<file path="src/rtl/quick_queue_heap_pkg.sv">
`default_nettype none
// ============================================================================
// quick_queue_heap_pkg : heap FSM states, key ordering and heap index helpers
// Revision: 1.0
// ============================================================================
package quick_queue_heap_pkg;

    // Keys are zero-extended to this width before comparison; W must not exceed it.
    localparam int MAX_W = 64;

    typedef enum logic [2:0] {
        IDLE    = 3'd0,
        UP_RD   = 3'd1,
        UP_CMP  = 3'd2,
        DN_LAST = 3'd3,
        DN_RDL  = 3'd4,
        DN_RDR  = 3'd5,
        DN_CMP  = 3'd6
    } heapState_t;

    function automatic logic better(input logic [MAX_W-1:0] a,
                                    input logic [MAX_W-1:0] b,
                                    input logic             min_first);
        return min_first ? (a < b) : (a > b);
    endfunction

    function automatic logic [31:0] parent_idx(input logic [31:0] i);
        return (i - 32'd1) >> 1;
    endfunction

    function automatic logic [31:0] left_idx(input logic [31:0] i);
        return (i << 1) + 32'd1;
    endfunction

    function automatic logic [31:0] right_idx(input logic [31:0] i);
        return (i << 1) + 32'd2;
    endfunction

endpackage
`default_nettype wire

</file>
<file path="src/rtl/mem2p_sw_sr.sv">
`default_nettype none
// ============================================================================
// mem2p_sw_sr : two-port RAM, one synchronous write port, one registered read
// Revision: 1.0
// ============================================================================
module mem2p_sw_sr #(
    parameter int W  = 32,
    parameter int D  = 16,
    parameter int AW = $clog2(D)
) (
    input  logic          clk,
    input  logic          we,
    input  logic [AW-1:0] waddr,
    input  logic [W-1:0]  wdata,
    input  logic          re,
    input  logic [AW-1:0] raddr,
    output logic [W-1:0]  rdata
);

    logic [W-1:0] mem [D];

    always_ff @(posedge clk) begin
        if (we) begin
            mem[waddr] <= wdata;
        end
        if (re) begin
            rdata <= mem[raddr];
        end
    end

endmodule
`default_nettype wire

</file>
<file path="src/rtl/quick_queue_heap_index_unit.sv">
`default_nettype none
// ============================================================================
// heap_index_unit : parent/child addresses of the current hole and bound checks
// Revision: 1.0
// ============================================================================
module heap_index_unit
    import quick_queue_heap_pkg::*;
#(
    parameter int D  = 16,
    parameter int AW = $clog2(D),
    parameter int CW = $clog2(D + 1)
) (
    input  logic [AW-1:0] hole,
    input  logic [CW-1:0] count,
    output logic [AW-1:0] parent,
    output logic [AW-1:0] left,
    output logic [AW-1:0] right,
    output logic          left_ok,
    output logic          right_ok
);

    // Child indices are checked at 32 bits so 2*hole+2 never wraps before the compare.
    assign parent   = AW'(parent_idx(32'(hole)));
    assign left     = AW'(left_idx(32'(hole)));
    assign right    = AW'(right_idx(32'(hole)));
    assign left_ok  = left_idx(32'(hole))  < 32'(count);
    assign right_ok = right_idx(32'(hole)) < 32'(count);

endmodule
`default_nettype wire

</file>
<file path="src/rtl/quick_queue_heap.sv">
`default_nettype none
// ============================================================================
// quick_queue_heap : binary-heap priority queue with enq, deq and replace
// Revision: 1.0
// ============================================================================
module quick_queue_heap
    import quick_queue_heap_pkg::*;
#(
    parameter int W         = 32,
    parameter int D         = 16,
    parameter int MIN_FIRST = 1
) (
    input  logic                   clk,
    input  logic                   rst,
    input  logic                   enq,
    input  logic                   deq,
    input  logic [W-1:0]           data_i,
    output logic                   ready,
    output logic [W-1:0]           data_o,
    output logic                   empty,
    output logic                   full,
    output logic [$clog2(D+1)-1:0] count,
    output logic                   error
);

    localparam int AW = $clog2(D);
    localparam int CW = $clog2(D + 1);

    heapState_t    state_q, state_d;
    logic [CW-1:0] count_q, count_d;
    logic [AW-1:0] hole_q, hole_d;
    logic [W-1:0]  mv_q, mv_d;
    logic [W-1:0]  lc_q, lc_d;
    logic [W-1:0]  top_q, top_d;
    logic          has_r_q, has_r_d;
    logic          error_q, error_d;
    logic          full_q, full_d;
    logic          empty_q, empty_d;

    logic          mem_we;
    logic [AW-1:0] mem_waddr;
    logic [W-1:0]  mem_wdata;
    logic          mem_re;
    logic [AW-1:0] mem_raddr;
    logic [W-1:0]  mem_rdata;

    logic [AW-1:0] idx_parent, idx_left, idx_right;
    logic          left_ok, right_ok;

    logic [W-1:0]  child_key;
    logic [AW-1:0] child_idx;

    function automatic logic bt(input logic [W-1:0] a, input logic [W-1:0] b);
        return better(MAX_W'(a), MAX_W'(b), MIN_FIRST != 0);
    endfunction

    mem2p_sw_sr #(.W(W), .D(D), .AW(AW)) u_mem (
        .clk   (clk),
        .we    (mem_we),
        .waddr (mem_waddr),
        .wdata (mem_wdata),
        .re    (mem_re),
        .raddr (mem_raddr),
        .rdata (mem_rdata)
    );

    heap_index_unit #(.D(D), .AW(AW), .CW(CW)) u_idx (
        .hole     (hole_q),
        .count    (count_q),
        .parent   (idx_parent),
        .left     (idx_left),
        .right    (idx_right),
        .left_ok  (left_ok),
        .right_ok (right_ok)
    );

    // In DN_CMP rdata still holds the left child when no right read was issued.
    always_comb begin
        if (has_r_q && bt(mem_rdata, lc_q)) begin
            child_key = mem_rdata;
            child_idx = idx_right;
        end else begin
            child_key = lc_q;
            child_idx = idx_left;
        end
    end

    always_comb begin
        state_d   = state_q;
        count_d   = count_q;
        hole_d    = hole_q;
        mv_d      = mv_q;
        lc_d      = lc_q;
        has_r_d   = has_r_q;
        error_d   = 1'b0;
        mem_we    = 1'b0;
        mem_waddr = hole_q;
        mem_wdata = mv_q;
        mem_re    = 1'b0;
        mem_raddr = idx_left;

        case (state_q)
            IDLE: begin
                if (enq && deq && !empty_q) begin
                    mv_d    = data_i;
                    hole_d  = '0;
                    state_d = DN_RDL;
                end else if (enq) begin
                    // A deq paired with an enq on an empty queue is dropped and flagged.
                    error_d = deq;
                    if (full_q) begin
                        error_d = 1'b1;
                    end else begin
                        count_d = count_q + CW'(1);
                        hole_d  = AW'(count_q);
                        mv_d    = data_i;
                        state_d = UP_RD;
                    end
                end else if (deq) begin
                    if (empty_q) begin
                        error_d = 1'b1;
                    end else begin
                        count_d = count_q - CW'(1);
                        hole_d  = '0;
                        if (count_q != CW'(1)) begin
                            mem_re    = 1'b1;
                            mem_raddr = AW'(count_q - CW'(1));
                            state_d   = DN_LAST;
                        end
                    end
                end
            end
            UP_RD: begin
                if (hole_q == '0) begin
                    mem_we  = 1'b1;
                    state_d = IDLE;
                end else begin
                    mem_re    = 1'b1;
                    mem_raddr = idx_parent;
                    state_d   = UP_CMP;
                end
            end
            UP_CMP: begin
                mem_we = 1'b1;
                if (bt(mv_q, mem_rdata)) begin
                    mem_wdata = mem_rdata;
                    hole_d    = idx_parent;
                    state_d   = UP_RD;
                end else begin
                    state_d = IDLE;
                end
            end
            DN_LAST: begin
                mv_d    = mem_rdata;
                state_d = DN_RDL;
            end
            DN_RDL: begin
                if (!left_ok) begin
                    mem_we  = 1'b1;
                    state_d = IDLE;
                end else begin
                    mem_re    = 1'b1;
                    mem_raddr = idx_left;
                    state_d   = DN_RDR;
                end
            end
            DN_RDR: begin
                lc_d    = mem_rdata;
                has_r_d = right_ok;
                if (right_ok) begin
                    mem_re    = 1'b1;
                    mem_raddr = idx_right;
                end
                state_d = DN_CMP;
            end
            DN_CMP: begin
                mem_we = 1'b1;
                if (bt(child_key, mv_q)) begin
                    mem_wdata = child_key;
                    hole_d    = child_idx;
                    state_d   = DN_RDL;
                end else begin
                    state_d = IDLE;
                end
            end
            default: state_d = IDLE;
        endcase

        top_d   = (mem_we && mem_waddr == '0) ? mem_wdata : top_q;
        full_d  = (count_d == CW'(D));
        empty_d = (count_d == '0);
    end

    always_ff @(posedge clk or posedge rst) begin
        if (rst) begin
            state_q <= IDLE;
            count_q <= '0;
            hole_q  <= '0;
            mv_q    <= '0;
            lc_q    <= '0;
            top_q   <= '0;
            has_r_q <= 1'b0;
            error_q <= 1'b0;
            full_q  <= 1'b0;
            empty_q <= 1'b1;
        end else begin
            state_q <= state_d;
            count_q <= count_d;
            hole_q  <= hole_d;
            mv_q    <= mv_d;
            lc_q    <= lc_d;
            top_q   <= top_d;
            has_r_q <= has_r_d;
            error_q <= error_d;
            full_q  <= full_d;
            empty_q <= empty_d;
        end
    end

    assign ready  = (state_q == IDLE);
    assign data_o = top_q;
    assign empty  = empty_q;
    assign full   = full_q;
    assign count  = count_q;
    assign error  = error_q;

endmodule
`default_nettype wire

</file>
<file path="config.mk">
export PLATFORM = sky130hd
export DESIGN_NAME = quick_queue_heap
export DESIGN_NICKNAME = d
export VERILOG_FILES = /design/src/rtl/quick_queue_heap_pkg.sv /design/src/rtl/mem2p_sw_sr.sv /design/src/rtl/quick_queue_heap_index_unit.sv /design/src/rtl/quick_queue_heap.sv
export SDC_FILE = /design/constraint.sdc
export NUM_CORES = 1
export LEC_CHECK = 0
export BUFFER_PORTS_ARGS = -buffer_cell sky130_fd_sc_hd__buf_2
export CAP_MARGIN = 25
export CORE_UTILIZATION = 50
export CTS_CLUSTER_DIAMETER = 120
export DETAILED_ROUTE_END_ITERATION = 10
export GPL_ROUTABILITY_DRIVEN = 0
export PLACE_DENSITY = 0.64
export SLEW_MARGIN = 20
export SYNTH_ARGS = -nofsm -noshare
export SYNTH_HDL_FRONTEND = slang
export SYNTH_SLANG_ARGS = --single-unit
</file>
<file path="constraint.sdc">
create_clock -name clk -period 6.16 [get_ports clk]
set_input_delay 1.848 -clock clk [delete_from_list [all_inputs] [get_ports clk]]
set_output_delay 1.848 -clock clk [all_outputs]
set_load 0.005 [all_outputs]
</file>
After elaboration in Yosys (flattened, before gate mapping) --
Memory sizes are Yosys's and may differ from the RTL's. A register that Yosys moved wholly into a read port is not among the register bits. Cells that the tools add are included.
Storage, ports and cells: memories kept 1, word-level logic and storage cells 113, output and inout bits 41, register bits 112, bits in writable memories 512
Cells by class: eq/ne operators 16, mux-type cells 62, $lt $le $gt $ge 5, add/sub/neg operators 5, reduce and logical (&&, ||, !) cells 14
Memory list:
- u_mem.mem | words 16, width 32, rd ports 1, clocked after memory_dff 1, write ports 1, line mem2p_sw_sr.sv:20 | logic [W-1:0] mem [D];
Operators with widths (count):
- 2-to-1 mux 32 bit | 6
- case mux 32 bit (2 select lines) | 2
- < comparator 32 bit | 3
- 2-to-1 mux 4 bit | 15
- < comparator 32 x 5 -> 1 bit | 1
- 2-to-1 mux 5 bit | 6
- 2-to-1 mux 3 bit | 8
- case mux 4 bit (3 select lines) | 2
- case mux 3 bit (7 select lines) | 1
- 2-to-1 mux 1 bit | 19
- != test 4 x 3 -> 1 bit, second input constant | 3
- equality test 3 bit, second input constant | 3
- adder 5 x 1 -> 6 bit, second input constant | 1
- adder 5 x 2 -> 6 bit, second input constant | 1
- equality test 3 x 2 -> 1 bit, second input constant | 2
- < comparator 6 x 5 -> 1 bit | 1
- != test 3 x 2 -> 1 bit, second input constant | 2
- AND reduction 6 bit | 1
- adder 5 x 1 -> 5 bit, second input constant | 1
- equality test 5 bit, second input constant | 1
- zero test 5 bit | 1
- != test 5 x 1 -> 1 bit, second input constant | 1
- subtractor 4 x 1 -> 5 bit, second input constant | 1
- subtractor 5 x 1 -> 5 bit, second input constant | 1
- other kinds (15) | 19

Depth between registers and ports, before layout --
depth after elaboration 7, depth in mapped cells 21

By module --
From an unflattened synthesis, not the netlist that was laid out.
Unflattened totals: cell total of the unflattened synthesis 1926, area total of the unflattened synthesis 29126.7 um2
Modules (own cells, without submodules):
- mem2p_sw_sr | cells each 838, area each 20155.6 um2, instances 1
- quick_queue_heap | cells each 1045, area each 8635.8 um2, instances 1
- heap_index_unit | cells each 43, area each 335.3 um2, instances 1

Worst setup path before layout --
Ideal clock, no wire load.
kind register to register, start point register u_mem.rdata[17] (read register of u_mem.mem), end point memory u_mem.mem[0][18] (data pin), arrival time 4.755 ns, setup slack 1.111 ns, setup time 0.294 ns, buffers on the path 4, cell stages (with the launch flop) 21, path through edfxtp_1 ha_1 a21o_1 a221o_1 o2bb2ai_1 nor2_1 and2_1 clkbuf_1 buf_2 mux2i_1 ha_1 and4_1 nand2_1 a2111oi_0 nand2_1 a2111oi_0 or2_2 clkbuf_1 clkbuf_1 nand3_1 o211ai_1
On the way: cells in the longest elaborated chain, start to end 6
RTL lines:
- start, declared | line mem2p_sw_sr.sv:17 | output logic [W-1:0] rdata
- < comparator 32 bit | line quick_queue_heap_pkg.sv:24 | return min_first ? (a < b) : (a > b);
- logical AND 1 bit | line quick_queue_heap.sv:79 | if (has_r_q && bt(mem_rdata, lc_q)) begin
- 2-to-1 mux 32 bit | line quick_queue_heap.sv:79
- < comparator 32 bit | line quick_queue_heap_pkg.sv:24
- 2-to-1 mux 32 bit | line quick_queue_heap.sv:178 | if (bt(child_key, mv_q)) begin
- case mux 32 bit (2 select lines) (*) | line quick_queue_heap.sv:102 | case (state_q)
- named net mem_wdata[18] | line quick_queue_heap.sv:42 | logic [W-1:0] mem_wdata;
- end, declared | line mem2p_sw_sr.sv:20
The timed path passes the listed nets; every way through them passes the cells marked *.

Worst setup path in the final report --
start point register u_mem.rdata[23] (read register of u_mem.mem), end point memory u_mem.mem[1][28] (data pin)
The elaborated chain is that of the path after synthesis.

==> run_results.csv <==
group,metric,value,unit
worst_setup_path,cp.required,6.50,ns
yosys,synth_area_leaders,"edfxtp_1, mux4_2, dfrtp_1",
worst_setup_path,start_kind,"flip-flop",
yosys,yosysWarnings,0,
timing,tightest_slew,1.008,ns
global_routing,grt_pass1_vias,17330,
floorplan,rows,87,
route,totalWireLength,73.98,mm
worst_setup_path,worstReg2RegEnd,"u_mem.mem[1][28]",
placement,hpwl,45.68,mm
timing,rsz0062_at_grt,"false",
worst_setup_path,cp-endpoint,"u_mem.mem[1][28]",
global_routing,grt_pass1_wl,110.4,mm
yosys,synth-seq-cells,656,
global_routing,antenna_found_initial,1,
yosys,yosysTopAreaCell,"edfxtp_1",
yosys,async_reset_ff_share,17.07,%
cts,cts_resized,0,
cts,cts_setup_buffers,0,
timing,setup-violations-final,0,
timing,clock_skew,0.02049,ns
timing,final.period_utilization,95.16,%
cts,cts_buffers,67,
yosys,syn_nets,2072,
worst_setup_path,cp.depth,19,
worst_setup_path,r2r_start,"u_mem.rdata[23]",
cells_and_area,fin_nets,2204,
timing,fmax,170.6,MHz
cts,clock_latency,0.61,ns
cts,cts.htree.levels,3,
worst_setup_path,end_kind,"flip-flop",
cells_and_area,drive_above_1_share,20.16,%
floorplan,die_w,242.5,um
worst_setup_path,crit_path_start,"u_mem.rdata[23]",
worst_setup_path,reg2reg_depth,19,
timing,slew_headroom,32.65,%
yosys,synth.avg_cell_area,15.00,um^2
run_status,status,"finished clean",
floorplan,die_y,242.5,um
cells_and_area,area_growth,14.07,%
placement,portBuffers,76,
worst_setup_path,crit_type,"flip-flop to flip-flop",
route,drc,0,
route,vias,17480,
placement,dpl-instance-area,0.03089,mm^2
yosys,synth.cell_area,0.02893,mm^2
yosys,synth_edf_count,544,
worst_setup_path,crit_family,"compound AO/OA/AOI/OAI gates",
yosys,synth_cell_types,64,
floorplan,start_util,50.91,%
route,wl_per_cell,25.79,um
timing,fin_setup_tns,0,ns
worst_setup_path,crit_buf_inv,3,
cts,clock-sinks,656,
cts,cts_max_path_buffers,3,
route,firstDrtPassIters,5,
hold_path,worst_hold_path_type,"flip-flop to flip-flop",
run,cap_violations,0,
worst_setup_path,slowest_stage,"and2_2",
yosys,netlist.area_leader.share,56.48,%
timing,slew_violations,0,
yosys,synth_common_cells,"edfxtp_1, nor2_1, a21oi_1",
power,cellLeakagePower,11.97,nW
route,vias_per_cell,6.092,
yosys,seq_area_frac_synth,66.17,%
cts,cts-hold-fix-buffers,0,
worst_setup_path,crit_path_max_fanout,19,
global_routing,grt_max_degree,68,
worst_setup_path,critical_path.max_stage_delay,0.52,ns
cts,cts_tree,"yes",
route,first_iter_violations,2016,
route,ant_nets,0,
power,pwr_density_cell,618.0,mW/mm^2
floorplan,fp.coreArea,0.05682,mm^2
power,irDropWorstVdd,0.3600,mV
timing,final.min_clock_period,5.862,ns
yosys,ys.flop_type,"edfxtp_1",
floorplan,dieArea,0.05882,mm^2
cts,ctsRootBufferMaster,"clkbuf_16",
worst_setup_path,r2r_slack,0.30,ns
floorplan,io_pins,77,
cells_and_area,fin_area,0.03300,mm^2
global_routing,grtUsageTotal,25.46,%
worst_setup_path,cp_data_arrival_time,6.20,ns
timing,hold_viol,0,
yosys,synthMostInstantiatedCell,"edfxtp_1",
worst_setup_path,cp_cell_sequence,"ha_1 -> a21oi_1 -> o21ai_0 -> a221o_1 -> nor2_1 -> and2_2 -> buf_4 -> mux2i_1 -> ha_1 -> a211oi_1 -> o21ai_0 -> o21ai_0 -> a31oi_1 -> nand3b_1 -> or2_2 -> buf_4 -> nand3_1 -> o211ai_1 -> buf_4",
cells_and_area,antenna_cells,0,
cts,clk_pin_slew_worst_paths,0.06,ns
global_routing,gr-total-overflow,0,
yosys,synthCells,1928,
## metrics by stage
stage	cells	hold WS, ns	utilization, %	power [mW]	setup WS [ns]
after global routing	2869	0.5049	58.07	21.53	0.08064
after floorplan	1928	0.4481	-	13.11	1.111
after CTS	2869	0.4829	58.07	20.43	0.4584
final	2869	0.4826	58.07	20.39	0.2981
after detailed placement	2747	0.4716	54.37	16.48	0.4946
after global placement	2744	0.4617	54.21	16.25	0.5490
## flip-flops by register name, indices dropped and copies added (netlist names)
register / count
lc_q: 32
error: 1
u_mem.rdata: 32
mv_q: 32
count: 5
has_r_q: 1
state_q: 3
u_mem.mem: 512
hole_q: 4
data_o: 32
empty: 1
full: 1
## routing by layer
metal	vias to the layer above	share of wire [%]	GRT usage (%)	routed length, um
met3	102	7.4	4.442	5479
met4	0	2.4	7.856	1749
li1	7745	-	-	-
met2	742	47	40.16	34970
met1	8890	43	36.27	31780
met5	-	0	0	0
## how the worst min path moves through the flow
stage / start / endpoint / slack (ns) / cells past startpoint
floorplan: has_r_q / has_r_q / 0.45 / 2
global placement: lc_q[18] / lc_q[18] / 0.46 / 2
detailed placement: lc_q[18] / lc_q[18] / 0.47 / 2
CTS: lc_q[18] / lc_q[18] / 0.48 / 2
global route: lc_q[26] / lc_q[26] / 0.50 / 2
finish: lc_q[18] / lc_q[18] / 0.48 / 2
## worst register-to-register path, delay by kind of cell, from the launching register on
family	cells	cell delay, ns
AOI/OAI and AO/OA	8	1.68
and+or+nand+nor	5	1.51
buffers and inverters	3	0.92
adders and majority gates	2	0.65
DFF	1	0.43
muxes	1	0.41
## cell usage in the layout, fill, tap and decap left out, drive strengths merged, types with 3 or more instances in the layout
master	netlist	routed
edfxtp	544	544
buf	24	161
nor2	134	134
a21oi	130	130
mux4	128	128
dfrtp	111	111
inv	106	111
ha	108	108
nand2	104	104
clkbuf	74	84
a22oi	68	68
o21ai	67	67
nand3	44	44
nand2b	41	41
a31oi	36	36
mux2i	35	35
o211ai	33	33
clkinv	3	32
nand4	18	18
a21o	15	15
xnor2	9	9
a211oi	8	8
o21a	8	8
nor3	8	8
nor2b	7	7
nor4	7	7
mux2	5	5
or2	4	4
a2111oi	4	4
a221o	4	4
and2	4	4
o221ai	3	3
xor2	3	3
bufinv	0	3
## logic make-up after synthesis
kind of cell             Yosys count  synth area share [%]
AO/OA/AOI/OAI                    396                 8.599
XOR/XNOR                          12                0.3634
adder cells (fa/ha/maj)          108                 4.672
buffers and inverters            207                 2.803
flip-flops                       656                 66.17
multiplexers                     168                 11.37
AND/OR/NAND/NOR                  381                 6.021
## layout make-up
class | instances | area [um^2]
clock buffers | 84 | 1793
clock inverters | 38 | 310.3
fillers | 4421 | 23830
inverters | 109 | 412.9
multi-input cells | 1065 | 9165
flip-flops and latches | 656 | 19140
well taps | 756 | 945.9
repair buffers | 161 | 1229
## power by group
| group | switching (mW) | internal [mW] | total [mW] |
|---|---|---|---|
| Sequential | 0.598 | 6.65 | 7.24 |
| Clock | 1.71 | 2.22 | 3.92 |
| Combinational | 5.57 | 3.65 | 9.22 |
| Total | 7.88 | 12.5 | 20.4 |
(Power assumes the default switching activity.)
